[src/rtl/spi_rx_axis_packer.sv]
// Packs SPI receive words into AXI-Stream beats. Words fill lanes of an assembly
// buffer; a full buffer is held until either the next word arrives (beat goes out
// with tlast=0) or frame_end closes the frame (beat goes out with tlast=1).
module spi_rx_axis_packer #(
  parameter int unsigned SPI_TL        = 8,
  parameter int unsigned AXIS_BITWIDTH = 256,
  parameter int unsigned AXIS_ENDIAN   = 0
) (
  input  logic                       aclk,
  input  logic                       aresetn,
  // SPI word input
  input  logic [SPI_TL-1:0]          s_data,
  input  logic                       s_valid,
  output logic                       s_ready,
  input  logic                       frame_end,
  // AXI-Stream master
  output logic                       axis_m_tvalid,
  input  logic                       axis_m_tready,
  output logic [AXIS_BITWIDTH-1:0]   axis_m_tdata,
  output logic                       axis_m_tlast,
  output logic [AXIS_BITWIDTH/8-1:0] axis_m_tkeep,
  output logic [AXIS_BITWIDTH/8-1:0] axis_m_tstrb,
  // Completed frame counter
  output logic [15:0]                frame_cnt
);

  localparam int unsigned N  = AXIS_BITWIDTH / SPI_TL;
  localparam int unsigned KW = AXIS_BITWIDTH / 8;
  localparam int unsigned KB = SPI_TL / 8;
  localparam int unsigned IW = $clog2(N + 1);

  // Elaboration-time parameter sanity
  if (!(SPI_TL == 8 || SPI_TL == 16 || SPI_TL == 32)) begin : g_bad_spi_tl
    $error("SPI_TL must be 8, 16 or 32");
  end
  if ((AXIS_BITWIDTH % SPI_TL) != 0 || AXIS_BITWIDTH < SPI_TL) begin : g_bad_width
    $error("AXIS_BITWIDTH must be a non-zero multiple of SPI_TL");
  end
  if (AXIS_ENDIAN > 1) begin : g_bad_endian
    $error("AXIS_ENDIAN must be 0 or 1");
  end

  // Assembly buffer state; idx counts filled lanes (0 = empty, N = held)
  logic [IW-1:0]            idx_q, idx_d;
  logic [AXIS_BITWIDTH-1:0] asm_data_q, asm_data_d;
  logic [KW-1:0]            asm_keep_q, asm_keep_d;
  logic                     flush_pend_q;

  logic held;
  logic slot_free;
  logic accept;
  logic do_flush;
  logic do_push;
  logic set_pend;

  assign held      = (idx_q == IW'(N));
  assign slot_free = !axis_m_tvalid || axis_m_tready;

  // Ready is held low during reset, on frame_end and while a flush waits for the slot
  assign s_ready = aresetn && !frame_end && !flush_pend_q && (!held || slot_free);
  assign accept  = s_valid && s_ready;

  // Flush closes a non-empty frame; accept is impossible in the same cycle
  assign do_flush = slot_free && (flush_pend_q || (frame_end && idx_q != '0));
  assign set_pend = !slot_free && !flush_pend_q && frame_end && idx_q != '0;
  // A held beat leaves only when the next word arrives
  assign do_push  = accept && held;

  assign axis_m_tstrb = axis_m_tkeep;

  // Next-state of the assembly buffer: clear on flush, start fresh on push, else fill a lane
  always_comb begin
    logic [IW-1:0] wr_idx;
    int            lane;
    asm_data_d = asm_data_q;
    asm_keep_d = asm_keep_q;
    idx_d      = idx_q;
    wr_idx     = held ? '0 : idx_q;
    lane       = (AXIS_ENDIAN != 0) ? (int'(N) - 1 - int'(wr_idx)) : int'(wr_idx);
    if (do_flush) begin
      asm_data_d = '0;
      asm_keep_d = '0;
      idx_d      = '0;
    end else if (accept) begin
      if (held) begin
        asm_data_d = '0;
        asm_keep_d = '0;
      end
      asm_data_d[lane*SPI_TL +: SPI_TL] = s_data;
      asm_keep_d[lane*KB +: KB]         = '1;
      idx_d                             = wr_idx + IW'(1);
    end
  end

  // Assembly buffer and pending-flush registers
  always_ff @(posedge aclk or negedge aresetn) begin
    if (!aresetn) begin
      asm_data_q   <= '0;
      asm_keep_q   <= '0;
      idx_q        <= '0;
      flush_pend_q <= 1'b0;
    end else begin
      asm_data_q <= asm_data_d;
      asm_keep_q <= asm_keep_d;
      idx_q      <= idx_d;
      if (do_flush) begin
        flush_pend_q <= 1'b0;
      end else if (set_pend) begin
        flush_pend_q <= 1'b1;
      end
    end
  end

  // Output register: loads on push or flush, otherwise holds until handshake
  always_ff @(posedge aclk or negedge aresetn) begin
    if (!aresetn) begin
      axis_m_tvalid <= 1'b0;
      axis_m_tdata  <= '0;
      axis_m_tkeep  <= '0;
      axis_m_tlast  <= 1'b0;
    end else if (do_flush || do_push) begin
      axis_m_tvalid <= 1'b1;
      axis_m_tdata  <= asm_data_q;
      axis_m_tkeep  <= asm_keep_q;
      axis_m_tlast  <= do_flush;
    end else if (axis_m_tready) begin
      axis_m_tvalid <= 1'b0;
    end
  end

  // Count frames as their last beat is handed off
  always_ff @(posedge aclk or negedge aresetn) begin
    if (!aresetn) begin
      frame_cnt <= '0;
    end else if (axis_m_tvalid && axis_m_tready && axis_m_tlast) begin
      frame_cnt <= frame_cnt + 16'd1;
    end
  end

endmodule

[config.mk]
export PLATFORM = sky130hd
export DESIGN_NAME = spi_rx_axis_packer
export DESIGN_NICKNAME = d
export VERILOG_FILES = /design/src/rtl/spi_rx_axis_packer.sv
export SDC_FILE = /design/constraint.sdc
export NUM_CORES = 1
export LEC_CHECK = 0
export CAP_MARGIN = 5
export CORE_MARGIN = 2
export CORE_UTILIZATION = 35
export CTS_BUF_LIST = sky130_fd_sc_hd__clkbuf_4 sky130_fd_sc_hd__clkbuf_8
export DETAILED_ROUTE_END_ITERATION = 12
export PLACE_DENSITY = 0.59
export SYNTH_ARGS = -nofsm -noshare
export SYNTH_HDL_FRONTEND = slang
export SYNTH_SLANG_ARGS = --single-unit
[constraint.sdc]
create_clock -name aclk -period 5.49 [get_ports aclk]
set_input_delay 0.8235 -clock aclk [delete_from_list [all_inputs] [get_ports aclk]]
set_output_delay 0.8235 -clock aclk [all_outputs]
set_load 0.01 [all_outputs]
Word-level counts from Yosys, hierarchy flattened
Cells that the tools add are included.
W data, S select, Z words.

storage, ports and cells
  register bits after elaboration = 601
  bits of input ports = 13
  RAM bits = 0
  memories kept = 0
  bits in read-only memories = 0
  latch bits = 0

cells by class
  multiply operators = 0
  $lt $le $gt $ge = 0
  add/sub/neg operators = 4
  shift-type cells = 4
  divide/modulo/power cells = 0
  bitwise logic cells = 0
  reductions and logical operators = 25
  multiplexer cells = 19
  equality and inequality tests = 1

operator list
  kind                        number
  $mux W256                   5
  $bwmux W256                 1
  $shift A8 B34 Y256 const A  1
  $shiftx A8 B34 Y256         1
  $mux W32                    5
  $neg A6 Y34                 1
  $neg A9 Y34                 1
  $shift A1 B34 Y32 const A   1
  $shiftx A1 B34 Y32 const A  1
  $bwmux W32                  1
  $mux W6                     3
  $add A16 B1 Y16 const B     1
  $logic_and A1 B1 Y1         12
  $add A6 B1 Y6 const B       1
  $eq A6 B6 Y1 const B        1
  $reduce_bool A2 Y1          3
  $reduce_bool A6 Y1          1
  $logic_not A1 Y1            5
  $logic_or A1 B1 Y1          4
  $mux W1                     4

Depth between registers and ports, before layout
Gate-level depths: netlist of the first run.

  word-level depth = 10
  depth in mapped cells = 13
  depth with buffers taken out = 10

Least setup slack after synthesis of the first run
OpenSTA, ideal clock, no wires.

  kind = reg-to-reg
  start point = reg idx_q[0]
  end point = reg asm_data_q[0]
  buffers on the path = 1
  data arrival time = 2.818 ns
  path slack = 2.551 ns
  stages on the path, launching flop included = 12
  required time = 5.368 ns
  cells stage by stage = dfrtp_1 > buf_2 > inv_1 > ha_1 > or4b_4 > nand2_1 > ha_1 > nand2b_1 > nor4_1 > and4_1 > nand2_1 > a32o_1

between the ends
  word-level cells in the longest chain between the ends = 7
  elaborated cells on any way between the ends = 20
  those cells by class = add/sub: 1; eq/ne: 1; shift: 2; mux: 7; reduce/logical: 9

ends and longest elaborated chain
  item                                               RTL line  text
  start: declaration                                 44        logic [IW-1:0] idx_q, idx_d;
  start signal: assignment                           105       idx_q <= idx_d;
  $eq A6 B6 Y1                                       56        assign held = (idx_q == IW'(N));
  $mux W6 / $mux W256 (equally long branches)        78, 85
  $neg A9 Y34 / $mux W256 (equally long branches)    89, 84
  $shiftx A8 B34 Y256, or another cell as far along  89        asm_data_d[lane*SPI_TL +: SPI_TL] = s_data;
  $bwmux W256                                        89
  $mux W256                                          84        end else if (accept) begin
  $mux W256                                          80        if (do_flush) begin
  end signal: assignment                             103       asm_data_q <= asm_data_d;
  end: declaration                                   45        logic [AXIS_BITWIDTH-1:0] asm_data_q, asm_data_d;

Parallel ways exist; a longest one is shown, timed or not. The select of a mux whose other input is x is not followed.
A chain may end at the register's enable or synchronous reset.

Worst setup path after layout of the first run
  start point = reg idx_q[0]
  end point = reg asm_data_q[67]

The elaborated chain is that of the path after synthesis.

==> metrics.txt, run 1 <==
Slew Limit Fails 0; synth warn 0; initial core utilization ~35%; Worst-Skew Late Latency just over 700 ps; fraction of layout cells with a size suffix above 1 9.59%; Worst R2R Start idx_q[0]; Fill cells 6552; max capacitance violation total 0; hold crit path type register to register; worst r2r path cells 9; Post-Synthesis Cells between 2000 and 2500; total placed instance area 0.0284 mm²; FF+latch area around 0.015 mm²; Setup crit end kind register; Mapped Area 0.0244 mm²; vias in the first global route ~19000; DP Worst Slack 1450 ps; Pwr per Cell Area roughly 380 mW/mm²; routed wire length ~73000 µm; setup_tns 0 ps; total die area 0.0718 mm²; largest net degree at the start of global routing 171; Die X about 270 µm; sequential share of the synthesized area between 60 and 70%; outcome finished clean; most common flop cell mapped by yosys dfrtp_1; post-layout util about 44%; routability cong. 0.860; most frequent cells in the layout nand2_1, dfrtp_1, clkdlybuf4s50_1; H-tree levels 3; maximum clock frequency between 200 and 250 MHz; Worst Setup Path Type register to register; Post-layout nets 2669; FFs w/ async S/R, synth 100%; VDD IR max approximately 230 µV; clock-pin slew on the worst setup and hold paths around 60 ps; hold depth 2; antenna violations before repair 1; Final Hold Viols 0; WL per Instance around 20 µm; WP data arrival 4770 ps; flops & latches, synth roughly 600; total nets after synthesis about 2400; number of flops mapped to enable cells by yosys 0; site row count 96; first-iteration detailed-routing DRC count between 1500 and 2000; Lkg Pwr around 15 nW; chip height 268 µm; antenna-violating nets left 0; clk root buf clkbuf_8; commonest non-fill, non-tap cell in the layout nand2_1; P&R area growth vs syn 25.3%; WHS roughly 460 ps; Bufs on Longest Clock Path 3; CTS tree built; Post-route DRC 0; worst-path fanout max 15; WP data required slightly above 6000 ps; post_cts resized 0; Slew HR a little under a fifth; RSZ-0062 raised after global routing no; fin crit share 75.9%; Port Buffers about 350; Setup Viol. Count Final 0; slew of the pin with the lowest slew margin around 1200 ps; CTS Buf Count 101; GRT Resource Usage Total between 20% and 30%; Hold Path Sink axis_m_tdata[231]; core box area ~0.069 mm²; Avg Cell Area, Syn 10.4 µm²; DP HPWL around 49000 µm; number of diodes 0; setup ws final 1320 ps; Tmin final roughly 4200 ps; Via Count 18197; global-route wire length before repair approximately 110000 µm; vias per inst around 5.0; area of the multi-input gates approximately 0.0084 mm²; drt pass-1 iters 5; R2R Setup Slk approximately 1300 ps; Final Instance Area 0.0305 mm²; startpoint types register; Fin Clk Skew around 43 ps; Yosys cell types 67; Worst Min Path Start asm_data_q[231]; CTS sink count 601; Critical R2R Capture asm_data_q[67]; GR Overflow Total 0; IO Pins 352
## cells by family (layout without fill, tap and decap cells)
group                    after synthesis  in the layout  synth area share, %
XOR/XNOR                              22             22                0.821
multiplexers                         108            108                 4.44
buffers and inverters                179            560                 3.81
flip-flops                           601            601                 61.7
adder cells (fa/ha/maj)                8              8                0.411
AO/OA/AOI/OAI                        227            227                 8.40
AND/OR/NAND/NOR                     1195           1195                 20.4
## synthesized netlist by cell type (all sizes together) (3+ instances only)
library cell  number  area (µm²)
nand3             40         200
buf              124         723
xor2               9        78.8
nand4             16         100
a21oi             17         134
dfrtp            601       15000
and2              10        62.6
a31oi             11         151
nor3              16         161
a22o             128        1120
clkbuf            51         191
ha                 8         100
or2                3        18.8
nand2b             4        25.0
a32o              18         180
mux2i            107        1070
and3              11        68.8
nor2              34         145
a21o               3        22.5
inv                4        15.0
o2bb2ai           32         280
xnor2             13         121
and4               7        61.3
o21ai              6        30.0
nand2           1034        3880
nor4               5        76.3
## worst max-delay path: stages, from the launching register on
cell and delay [ps]:
dfrtp_1 580, inv_1 210, ha_1 310, and2_1 240, o21a_1 240, ha_1 220
a311oi_2 370, and4_1 820, nand4_1 700, mux2i_1 350
## per-layer routing
| layer | up-vias | global-route usage (%) | routed length [µm] |
|---|---|---|---|
| met2 | 597 | 31.8 | 34100 |
| met1 | 9132 | 28.5 | 32800 |
| met3 | 126 | 3.89 | 4110 |
| li1 | 8340 | - | - |
| met5 | - | 0 | 10 |
| met4 | 2 | 7.16 | 2040 |
## layout make-up
cell class	instances	area share, %
timing repair buffer	380	12.4
sequential	601	49.3
clock inverter	18	0.557
multi-input combinational	1560	27.7
inverter	4	0.0492
clock buffer	158	6.30
tap	931	3.82
## worst max-delay path by stage
stage | from | end | slack [ps]
after floorplan | idx_q[0] | asm_data_q[0] | 2550
after global placement | idx_q[0] | asm_data_q[65] | 1570
after detailed placement | idx_q[0] | asm_data_q[67] | 1450
after CTS | idx_q[0] | asm_data_q[67] | 1410
after global routing | idx_q[0] | asm_data_q[71] | 1040
final | idx_q[0] | asm_data_q[67] | 1320
## per-stage QoR
step	total power [mW]	std cells
floorplan	6.64	2340
CTS	11.8	3652
detailed placement	7.63	3475
finish	11.7	3652
global placement	7.60	3475
global route	12.3	3652
## power by group
| part | internal [mW] | switching [mW] | leakage, nW |
|---|---|---|---|
| logic | 0.579 | 2.36 | 5.85 |
| clock network | 2.32 | 1.81 | 1.12 |
| registers | 4.51 | 0.0923 | 8.38 |
## repair_timing
| action | in CTS | in global routing |
|---|---|---|
| hold buffers | 1 | 0 |
| endpoints found under the hold margin | 26 | 0 |
| buffers inserted | 0 | 0 |
## state kept, by name, indices dropped and copies added (netlist names)
| signal | count |
|---|---|
| axis_m_tkeep | 32 |
| asm_keep_q | 32 |
| frame_cnt | 16 |
| axis_m_tlast | 1 |
| flush_pend_q | 1 |
| axis_m_tdata | 256 |
| asm_data_q | 256 |
| idx_q | 6 |
| axis_m_tvalid | 1 |
Note: power is estimated with default switching activity, not from simulation.
==> run 2, diff against run 1 <==
--- a/config.mk
+++ b/config.mk
@@ -10,7 +10,7 @@
 export CORE_UTILIZATION = 35
 export CTS_BUF_LIST = sky130_fd_sc_hd__clkbuf_4 sky130_fd_sc_hd__clkbuf_8
 export DETAILED_ROUTE_END_ITERATION = 12
-export PLACE_DENSITY = 0.59
+export PLACE_DENSITY = 0.61
 export SYNTH_ARGS = -nofsm -noshare
 export SYNTH_HDL_FRONTEND = slang
 export SYNTH_SLANG_ARGS = --single-unit
==> constraint.sdc (replaced) <==
create_clock -name aclk -period 3.3 [get_ports aclk]
set_input_delay 0.495 -clock aclk [delete_from_list [all_inputs] [get_ports aclk]]
set_output_delay 0.495 -clock aclk [all_outputs]
set_load 0.01 [all_outputs]
==> metrics.txt, run 2 (synthesis gave the netlist of run 1 again) <==
outcome finished clean; hold crit path type primary input to async pin; fraction of layout cells with a size suffix above 1 11.2%; clock-pin slew on the worst setup and hold paths approximately 70 ps; WP data arrival 3840 ps; setup ws final roughly 94 ps; Setup crit end kind register; area of the multi-input gates 0.00845 mm²; VDD IR max roughly 450 µV; Via Count roughly 18000; CTS tree built; largest net degree at the start of global routing 184; antenna violations before repair 1; WP data required roughly 3900 ps; Worst Setup Path Type register to register; DP HPWL 49700 µm; Die X 268 µm; vias per inst about 5; worst-path fanout max 16; Post-route DRC 0; Slew HR between 20% and 30%; CTS sink count 601; first-iteration detailed-routing DRC count 1458; Final Hold Viols 0; P&R area growth vs syn 27.1%; routability cong. just under 0.9; R2R Setup Slk roughly 94 ps; FF+latch area 0.0150 mm²; DP Worst Slack -104 ps; clk root buf clkbuf_8; chip height approximately 270 µm; Setup Viol. Count Final 0; Tmin final between 3000 and 4000 ps; maximum clock frequency approximately 310 MHz; GR Overflow Total 0; max capacitance violation total 0; CTS Buf Count 100; WHS 188 ps; initial core utilization between 30% and 40%; RSZ-0062 raised after global routing no; routed wire length about 74000 µm; Pwr per Cell Area approximately 650 mW/mm²; site row count 96; Port Buffers 351; total die area approximately 0.07 mm²; core box area 0.0687 mm²; Slew Limit Fails 0; commonest non-fill, non-tap cell in the layout nand2_1; most frequent cells in the layout nand2_1, dfrtp_1, clkdlybuf4s50_1; slew of the pin with the lowest slew margin between 1000 and 1500 ps; vias in the first global route between 15000 and 20000; Top Registers asm_data_q: 256 flops, axis_m_tdata: 256 flops; antenna-violating nets left 0; startpoint types register; GRT Resource Usage Total 20.5%; fin crit share a little over nine tenths; H-tree levels 3; Post-layout nets around 2700; Fill cells roughly 6500; Fin Clk Skew between 40 and 50 ps; global-route wire length before repair around 110000 µm; IO Pins 352; WL per Instance between 20 and 25 µm; Worst-Skew Late Latency approximately 740 ps; drt pass-1 iters 7; Bufs on Longest Clock Path 3; Lkg Pwr about 16 nW
-- run 2: cell count changes in the layout (fill, tap and decap cells not counted), moves of 2 or more --
cell / previous run / this run
clkbuf_8: 118 / 124
and3_2: 0 / 2
inv_8: 3 / 1
buf_4: 24 / 58
and4_1: 7 / 5
clkinv_2: 9 / 7
clkbuf_4: 40 / 37
buf_12: 4 / 9
and3_1: 10 / 8
-- run 2: worst max-delay path: stages (launching register included) --
cell and delay [ps]:
dfrtp_1 350, inv_1 60, buf_4 150, ha_1 320
xnor2_2 370, nand2_1 390, nor2_1 560, and2_1 640
a22o_1 260
-- run 2: worst paths after layout --
kind	startpoint	to	cells after the start
worst max register to register	idx_q[0]	asm_data_q[78]	8
worst min register to register	asm_data_q[71]	axis_m_tdata[71]	2
min in group aclk	s_data[3]	asm_data_q[91]	3
max in group asynchronous	aresetn	asm_data_q[156]	4
worst max-delay path	idx_q[0]	asm_data_q[78]	8
worst min-delay path	aresetn	axis_m_tdata[232]	2
-- run 2: timing repair --
action	4_1_cts	5_1_grt
endpoints found under the setup margin	31	53
hold endpoints to repair	8	0
gates resized for setup	1	7
hold buffers	1	0
setup buffers	0	0
-- run 2: routing by layer --
layer	track usage, %	part of all wire [%]	up-vias
li1	-	-	8423
met1	28.3	45	9297
met2	32.9	48	589
met3	3.55	5.5	91
met4	6.27	2.1	0
met5	0	0	-
-- run 2: area by class of cell --
type	instances	share of cell area, %
well taps	931	3.76
diodes	1	0.00808
multi-input cells	1560	27.3
repair buffers	419	13.3
clock buffers	161	6.40
clock inverters	17	0.622
inverters	4	0.0485
flip-flops and latches	601	48.5
-- run 2: metrics by stage --
| step | power [mW] | std cells | setup TNS [ps] | util [%] | area [µm²] |
|---|---|---|---|---|---|
| 5_1_grt | 20.9 | 3694 | 0 | 45.1 | 31000 |
| 6_report | 20.0 | 3694 | 0 | 45.1 | 31000 |
| 3_3_place_gp | 12.9 | 3514 | 0 | 41.9 | 28800 |
| 2_1_floorplan | 11.1 | 2340 | 0 | - | 24400 |
| 4_1_cts | 20.2 | 3693 | 0 | 45.1 | 31000 |
| 3_5_place_dp | 13.0 | 3514 | -1010 | 41.9 | 28800 |
-- run 2: report_power, final --
part / leakage (nW) / switching, mW / internal [mW] / total, mW
sequential: 8.38 / 0.116 / 7.50 / 7.61
combinational: 6.06 / 4.09 / 1.23 / 5.32
clock: 1.15 / 3.05 / 4.04 / 7.09
total: 15.6 / 7.26 / 12.8 / 20.0
